### config.mk
export PLATFORM = sky130hd
export DESIGN_NAME = cdb_arbiter
export DESIGN_NICKNAME = d
export VERILOG_FILES = /design/src/rtl/uarch_pkg.sv /design/src/rtl/rr_multi_picker.sv /design/src/rtl/cdb_arbiter.sv
export SDC_FILE = /design/constraint.sdc
export NUM_CORES = 1
export LEC_CHECK = 0
export ABC_AREA = 1
export ABC_CLOCK_PERIOD_IN_PS = 7220
export CAP_MARGIN = 30
export CORE_AREA = 2 2 209 149
export DETAILED_ROUTE_END_ITERATION = 7
export DIE_AREA = 0 0 211 151
export SYNTH_ARGS = -nofsm -noshare
export SYNTH_HDL_FRONTEND = slang
export SYNTH_HIERARCHICAL = 1
export SYNTH_SLANG_ARGS = --single-unit
### constraint.sdc
create_clock -name clk -period 7.22 [get_ports clk]
set_clock_uncertainty 0.15 [all_clocks]
set_input_delay 1.444 -clock clk [delete_from_list [all_inputs] [get_ports clk]]
set_output_delay 1.444 -clock clk [all_outputs]
set_load 0.005 [all_outputs]
### src/rtl/uarch_pkg.sv
// uarch_pkg: shared micro-architecture types and constants.
//   writeback_packet_t  - functional-unit writeback / CDB broadcast packet
//   PIPE_WIDTH          - number of CDB broadcast ports
//   CDB_REQ_*           - fixed writeback requester index map for cdb_arbiter
//   NUM_CDB_REQ         - number of CDB requesters
//   CDB_STARVE_LIMIT    - denied cycles before a requester gains absolute priority
package uarch_pkg;

  localparam int PIPE_WIDTH = 2;
  localparam int TAG_W      = 6;
  localparam int ROB_W      = 5;
  localparam int XLEN       = 32;

  typedef struct packed {
    logic             valid;
    logic [TAG_W-1:0] tag;
    logic [ROB_W-1:0] rob_idx;
    logic [XLEN-1:0]  data;
  } writeback_packet_t;

  localparam int CDB_REQ_ALU0     = 0;
  localparam int CDB_REQ_ALU1     = 1;
  localparam int CDB_REQ_MDU      = 2;
  localparam int CDB_REQ_DMEM     = 3;
  localparam int NUM_CDB_REQ      = 4;
  localparam int CDB_STARVE_LIMIT = 8;

endpackage

### src/rtl/rr_multi_picker.sv
// rr_multi_picker: purely combinational multi-winner round-robin picker.
//   req      - request vector
//   prio     - priority vector (starved requesters), honoured first
//   ptr      - round-robin start index
//   sel      - per-port one-hot selection, port k = k-th winner (all-zero = unused)
//   last_idx - index of the last winner taken from the non-priority pass
//   last_vld - the non-priority pass produced at least one winner
module rr_multi_picker #(
  parameter int NUM_REQ   = 4,
  parameter int NUM_PORTS = 2
) (
  input  logic [NUM_REQ-1:0]                  req,
  input  logic [NUM_REQ-1:0]                  prio,
  input  logic [$clog2(NUM_REQ)-1:0]          ptr,
  output logic [NUM_PORTS-1:0][NUM_REQ-1:0]   sel,
  output logic [$clog2(NUM_REQ)-1:0]          last_idx,
  output logic                                last_vld
);

  localparam int IW = $clog2(NUM_REQ);
  localparam int CW = $clog2(NUM_PORTS + 1);

  always_comb begin : pick
    logic [IW-1:0] idx;
    logic [CW-1:0] cnt;
    logic          cand;
    sel      = '0;
    last_idx = '0;
    last_vld = 1'b0;
    idx      = '0;
    cnt      = '0;
    cand     = 1'b0;
    // Pass 0 walks starved requesters, pass 1 the rest; both start at ptr,
    // so winners land on ports in the concatenated pass order.
    for (int pass = 0; pass < 2; pass++) begin
      for (int o = 0; o < NUM_REQ; o++) begin
        idx  = IW'((int'(ptr) + o) % NUM_REQ);
        cand = req[idx] & ((pass == 0) ? prio[idx] : ~prio[idx]);
        if (cand && (cnt < CW'(NUM_PORTS))) begin
          for (int k = 0; k < NUM_PORTS; k++) begin
            if (cnt == CW'(k)) sel[k][idx] = 1'b1;
          end
          cnt = cnt + 1'b1;
          if (pass == 1) begin
            last_idx = idx;
            last_vld = 1'b1;
          end
        end
      end
    end
  end

endmodule

### src/rtl/cdb_arbiter.sv
// cdb_arbiter: arbitrates the four writeback requesters (alu0, alu1, mdu, dmem)
// onto NUM_PORTS common data bus ports. Grants are same-cycle combinational;
// winners are broadcast on registered cdb_ports one cycle later. Round-robin
// with starvation protection (requester denied STARVE_LIMIT cycles goes first).
//   clk, rst          - clock, synchronous active-high reset
//   alu_result[1:0]   - ALU writeback requests (valid = request)
//   mdu_result        - MDU writeback request
//   dmem_result       - load writeback request
//   alu_cdb_gnt[1:0]  - same-cycle grant to each ALU
//   mdu_cdb_gnt       - same-cycle grant to MDU
//   dmem_cdb_gnt      - same-cycle grant to DMEM
//   cdb_ports         - registered CDB broadcast, port k = k-th winner
// Optional build macro CDB_ARB_STATS_EN adds per-requester 32-bit counters
//   stat_grants, stat_stall_cycles (wrap modulo 2^32, cleared by rst).
module cdb_arbiter
  import uarch_pkg::*;
#(
  parameter int NUM_REQ      = NUM_CDB_REQ,
  parameter int NUM_PORTS    = PIPE_WIDTH,
  parameter int STARVE_LIMIT = CDB_STARVE_LIMIT
) (
  input  logic                                clk,
  input  logic                                rst,
  input  writeback_packet_t [1:0]             alu_result,
  input  writeback_packet_t                   mdu_result,
  input  writeback_packet_t                   dmem_result,
  output logic [1:0]                          alu_cdb_gnt,
  output logic                                mdu_cdb_gnt,
  output logic                                dmem_cdb_gnt,
  output writeback_packet_t [NUM_PORTS-1:0]   cdb_ports
`ifdef CDB_ARB_STATS_EN
  ,
  output logic [NUM_REQ-1:0][31:0]            stat_grants,
  output logic [NUM_REQ-1:0][31:0]            stat_stall_cycles
`endif
);

  localparam int IW = $clog2(NUM_REQ);
  localparam int AW = $clog2(STARVE_LIMIT + 1);

  writeback_packet_t [NUM_REQ-1:0]            pkt_p0;
  writeback_packet_t [NUM_PORTS-1:0]          route_p0;
  logic [NUM_REQ-1:0]                         req_p0;
  logic [NUM_REQ-1:0]                         prio_p0;
  logic [NUM_REQ-1:0]                         gnt_p0;
  logic [NUM_PORTS-1:0][NUM_REQ-1:0]          sel_p0;
  logic [IW-1:0]                              last_idx_p0;
  logic                                       last_vld_p0;
  logic [IW-1:0]                              rr_ptr;
  logic [AW-1:0]                              age [NUM_REQ];

  // Stage p0: request collection, selection, same-cycle grants
  assign pkt_p0[CDB_REQ_ALU0] = alu_result[0];
  assign pkt_p0[CDB_REQ_ALU1] = alu_result[1];
  assign pkt_p0[CDB_REQ_MDU]  = mdu_result;
  assign pkt_p0[CDB_REQ_DMEM] = dmem_result;

  always_comb begin
    req_p0  = '0;
    prio_p0 = '0;
    for (int i = 0; i < NUM_REQ; i++) begin
      req_p0[i]  = pkt_p0[i].valid;
      prio_p0[i] = (age[i] == AW'(STARVE_LIMIT));
    end
  end

  rr_multi_picker #(
    .NUM_REQ   (NUM_REQ),
    .NUM_PORTS (NUM_PORTS)
  ) u_picker (
    .req      (req_p0),
    .prio     (prio_p0),
    .ptr      (rr_ptr),
    .sel      (sel_p0),
    .last_idx (last_idx_p0),
    .last_vld (last_vld_p0)
  );

  always_comb begin
    gnt_p0   = '0;
    route_p0 = '0;
    for (int k = 0; k < NUM_PORTS; k++) begin
      if (!rst) gnt_p0 = gnt_p0 | sel_p0[k];
      for (int i = 0; i < NUM_REQ; i++) begin
        if (sel_p0[k][i]) route_p0[k] = pkt_p0[i];
      end
    end
  end

  assign alu_cdb_gnt  = {gnt_p0[CDB_REQ_ALU1], gnt_p0[CDB_REQ_ALU0]};
  assign mdu_cdb_gnt  = gnt_p0[CDB_REQ_MDU];
  assign dmem_cdb_gnt = gnt_p0[CDB_REQ_DMEM];

  // Stage p1: registered broadcast and arbitration state
  always_ff @(posedge clk) begin
    if (rst) begin
      cdb_ports <= '0;
      rr_ptr    <= '0;
      for (int i = 0; i < NUM_REQ; i++) age[i] <= '0;
    end else begin
      cdb_ports <= route_p0;
      // Only non-priority winners advance the pointer, so servicing a
      // starved requester does not disturb round-robin fairness.
      if (last_vld_p0) rr_ptr <= IW'((int'(last_idx_p0) + 1) % NUM_REQ);
      for (int i = 0; i < NUM_REQ; i++) begin
        if (req_p0[i] && !gnt_p0[i]) begin
          if (age[i] != AW'(STARVE_LIMIT)) age[i] <= age[i] + 1'b1;
        end else begin
          age[i] <= '0;
        end
      end
    end
  end

`ifdef CDB_ARB_STATS_EN
  always_ff @(posedge clk) begin
    if (rst) begin
      stat_grants       <= '0;
      stat_stall_cycles <= '0;
    end else begin
      for (int i = 0; i < NUM_REQ; i++) begin
        if (gnt_p0[i])                   stat_grants[i]       <= stat_grants[i] + 32'd1;
        if (req_p0[i] && !gnt_p0[i])     stat_stall_cycles[i] <= stat_stall_cycles[i] + 32'd1;
      end
    end
  end
`endif

endmodule

# Word-level counts from Yosys, hierarchy flattened
# Memories as Yosys holds them, arrays and structs flattened.
# Cells that the tools add are included.
[classes] n_addsub=14 order_cmp=15 n_eq_ne=15 n_mux=109 n_bitwise=34 n_reduce_logical=26
[ops] operator="2-to-1 mux 44 bit" count=8
[ops] operator="2-to-1 mux 4 bit" count=25
[ops] operator="2-to-1 mux 8 bit" count=7
[ops] operator="bitwise OR 4 bit" count=14
[ops] operator="2-to-1 mux 1 bit" count=47
[ops] operator="2-to-1 mux 2 bit" count=10
[ops] operator="adder 2 x 1 -> 2 bit (second input constant)" count=8
[ops] operator="adder 4 x 1 -> 4 bit (second input constant)" count=4
[ops] operator="binary-select mux 1 bit (select 2 bit)" count=8
[ops] operator="equality test 4 bit (second input constant)" count=4
[ops] operator="!= test 4 bit (second input constant)" count=4
[ops] operator="logical AND 1 bit" count=15
[ops] operator="logical NOT 2 bit" count=7
[ops] operator="equality test 2 x 1 -> 1 bit (second input constant)" count=6
[ops] operator="less-than comparator 2 bit (second input constant)" count=6
[ops] operator="less-than comparator 2 x 3 -> 1 bit (second input constant)" count=4
[ops] operator="bitwise AND 1 bit" count=8
[ops] operator="demux 1 bit (select 2 bit)" count=4
[ops] operator=">= comparator 2 x 1 -> 1 bit (second input constant)" count=4
[ops] operator="bitwise OR 1 bit" count=8
[ops] operator="adder 2 bit (second input constant)" count=2
[ops] operator="logical NOT 1 bit" count=4
[ops] operator="inverter 1 bit" count=4
[ops] operator="less-than comparator 1 x 2 -> 1 bit (second input constant)" count=1
[ops] operator="equality test 1 bit (second input constant)" count=1
[word_totals] reg_bits=90 ram_bits=16 output_inout_bits=92 elab_cells=223 n_memories=1
[memory_table] name="age" words=4 width=4 read_ports=4 rd_ports_with_merged_regs=0 wr=4 line="cdb_arbiter.sv:50" text="logic [AW-1:0] age [NUM_REQ];"

# Logic depth before layout (Yosys ltp)
# An unclocked memory read counts as a cell.
[logic_depth] depth_word=37 depth_mapped=38

# Hierarchy
# Netlist, hierarchy kept.
[by_module_without_submodules] mod="cdb_arbiter" instances=1 cells_each=892 area_per_inst_um2=6044.5
[by_module_without_submodules] mod="rr_multi_picker" instances=1 cells_each=237 area_per_inst_um2=1335.0

# Worst setup path before layout
# No wires, ideal clock.
[synth_path] path_type="input-to-output" startpoint="input port mdu_result[43] (netlist name)" endpoint="output port mdu_cdb_gnt" arrival_ns=5.491 required_time_ns=5.626 path_slack_ns=0.135 path_stages=29 path_cell_list="nand2_1 > nand3_1 > nand2_1 > nor2_4 > inv_1 > ha_1 > nand3_2 > nand2_4 > ha_1 > nand2_1 > nand3_4 > inv_2 > ha_1 > nor2_4 > nor2_4 > ha_1 > o21ai_4 > inv_2 > ha_1 > nor2_1 > nor2_2 > nand2_2 > nor2_1 > nand3_1 > nand2_1 > buf_2 > inv_2 > buf_2 > a21oi_1"
[synth_rtl] element="from (decl)" line="cdb_arbiter.sv:25" text="input writeback_packet_t mdu_result,"
[synth_rtl] element="to (decl)" line="cdb_arbiter.sv:28" text="output logic mdu_cdb_gnt,"

==> metrics <==
status=completed; largest area contributor in the netlist=dfxtp_1; worst path buffer plus inverter count=8; DR vias/cell=5.14; top cells by area, synth=dfxtp_1 (24%), nand2_1 (17%), a21oi_1 (12%); f_max=144 MHz; reg2reg start=rr_ptr[0]; WP data required=5.63 ns; Detail Route Antenna Nets=0; Sum Neg Setup Slack=0 ns; Max Cap Viol=0; Yosys top cell area share=0.244; vias post-DR=9220; Place WS=-0.439 ns; RSZ-0062 raised after global routing=false; flip-flop and latch count after synthesis=106; slowest stage delay, CP=0.30 ns; DP Wirelength=22000 µm; final setup vio count=0; EDFF count, synth=16; Core Area=29800 µm²; final WL=33300 µm; Skew-Pair Late Insertion Delay=0.37 ns; RD Place Congestion=0.902; synth cell count leaders=nand2_1 (327), a21oi_1 (180), nand3_1 (139); CTS clk-pin slew, worst paths=0.08 ns; Die Ht=151 µm; initial drt markers=851; Final Max Tran Viols=0; 1st-pass router iterations=6; Clock Tree Buf Depth=2; synth unique cells=44; Sink Count=106; Initial Utilization=0.248; Die X=211 µm; number of I/O pins=270; top_reg_cell synth=dfxtp_1; worst rel slew slack=0.514; placed insts=1771; CTS tree=yes; Net Count, Synth=1328; Hold Crit Depth=1; sink of the worst hold path=age[2][0]; # rows=53; Async SR Flop Fraction=0; gr ovfl total=0; Worst R2R End=cdb_ports[44]; area grow syn2layout=48.3%; drt wl/cell=18.6 µm; CTS H-tree depth=3; Most Frequent Cell on Critical Path=nand2_2; Clock Root Buffer=clkbuf_16; Worst R2R Setup Slack=1.26 ns; Worst setup SP type=input pin; largest net degree at the start of global routing=77; Syn Inst Count=1129; Worst setup EP type=primary output; Residual DRC=0; worst-path fanout max=5; vias in the first global route=8829; critical path's slowest cell=ha_1; final hold vios=0; layout cells sized above 1=0.116; global-route wire length before repair=50000 µm; hold_sp=age[2][0]; top-count cell post-synth=nand2_1; Syn Area/Cell=6.54 µm²; clock period minus worst slack=6.95 ns; Worst Hold Class=reg -> reg; worst setup margin=0.266 ns; Num CTS Buffers=9; Worst-Margin Slew=0.730 ns; fin crit share=0.963; crit path DAT=5.36 ns; FF-to-FF path depth=36; cell class contributing the biggest share of worst-path delay=simple AND/OR/NAND/NOR gates; Final #Nets=1602; Antenna Diode Count=0; I/O Buffers=269; CP Class=in -> out; mapped cell area=7380 µm²; Post-Layout Cell Count=1793; Die ar.=31900 µm²; yosys warns=6; sequential share of the synthesized area=0.309; GRT Util Overall=0.206; initial antenna violation count=0
## cell type report
cell class	count	area, µm²
clock inverters	4	50.0
fillers	3159	18800
multi-input cells	891	4470
repair buffers	339	3190
inverters	56	228
clock buffers	12	246
flip-flops and latches	106	2280
well taps	385	482
## through the flow
stage	hold slack [ns]	utilization	instance area (µm²)
after global routing	0.493	0.368	10900
after global placement	0.456	0.355	10600
after detailed placement	0.455	0.355	10600
final	0.467	0.368	10900
after floorplan	0.407	-	7380
after CTS	0.468	0.367	10900
## worst max path at each step
stage / startpoint / to / slack (ns) / cells past startpoint
finish: dmem_result[43] / dmem_cdb_gnt / 0.27 / 33
global route: dmem_result[43] / dmem_cdb_gnt / 0.01 / 33
detailed placement: alu_result[43] / alu_cdb_gnt[1] / -0.44 / 30
floorplan: mdu_result[43] / mdu_cdb_gnt / 0.14 / 29
CTS: alu_result[43] / alu_cdb_gnt[0] / 0.20 / 33
global placement: alu_result[43] / alu_cdb_gnt[1] / -0.38 / 30
## kinds of logic (layout without fill, tap and decap cells)
family	Yosys count	after routing	share of synthesized area
XOR/XNOR	9	9	0.0107
AO/OA/AOI/OAI	293	293	0.205
AND/OR/NAND/NOR	568	568	0.345
flip-flops	106	106	0.309
adder cells (fa/ha/maj)	21	21	0.0356
buffers and inverters	132	411	0.0951
## cells in the final DEF, fill, tap and decap left out, types with 16 or more instances in the layout
master / netlist / layout
nand2_1: 327 / 316
clkdlybuf4s50_1: 0 / 261
a21oi_1: 180 / 180
nand3_1: 139 / 139
dfxtp_1: 90 / 90
o21ai_0: 76 / 76
buf_4: 8 / 70
nor2_1: 51 / 47
inv_1: 40 / 40
nand2_2: 13 / 24
o21ai_1: 19 / 19
ha_1: 21 / 19
edfxtp_1: 16 / 16
## repair_timing
item / in CTS / in global routing
gates cloned: 0 / 0
gates resized for setup: 17 / 13
endpoints found under the setup margin: 4 / 4
buffers inserted: 3 / 3
hold buffers: 0 / 0
pin swaps: 3 / 5
## registers in the layout (all words and copies together), names as in the netlist
register and count:
rr_ptr 2, age 16, cdb_ports 88
## worst reg2reg max path: cells and delay by family, from the launching register on
kind	cells	cell delay (ns)
flip-flops	1	0.38
adder cells (fa/ha/maj)	5	1.41
AND/OR/NAND/NOR	18	1.79
buffers and inverters	11	1.65
AO/OA/AOI/OAI	2	0.46
## per-layer routing
layer  vias to the layer above  share of wire  track usage
li1                       4331              -            -
met1                      4269           0.43        0.263
met2                       539           0.43        0.313
met3                        81           0.11       0.0682
met4                         0          0.041       0.0958
met5                         -              0      0.00627
Power is left out: the tool's default activity adds up to more than one toggle a clock period on the data nets, which glitch-free logic cannot reach.
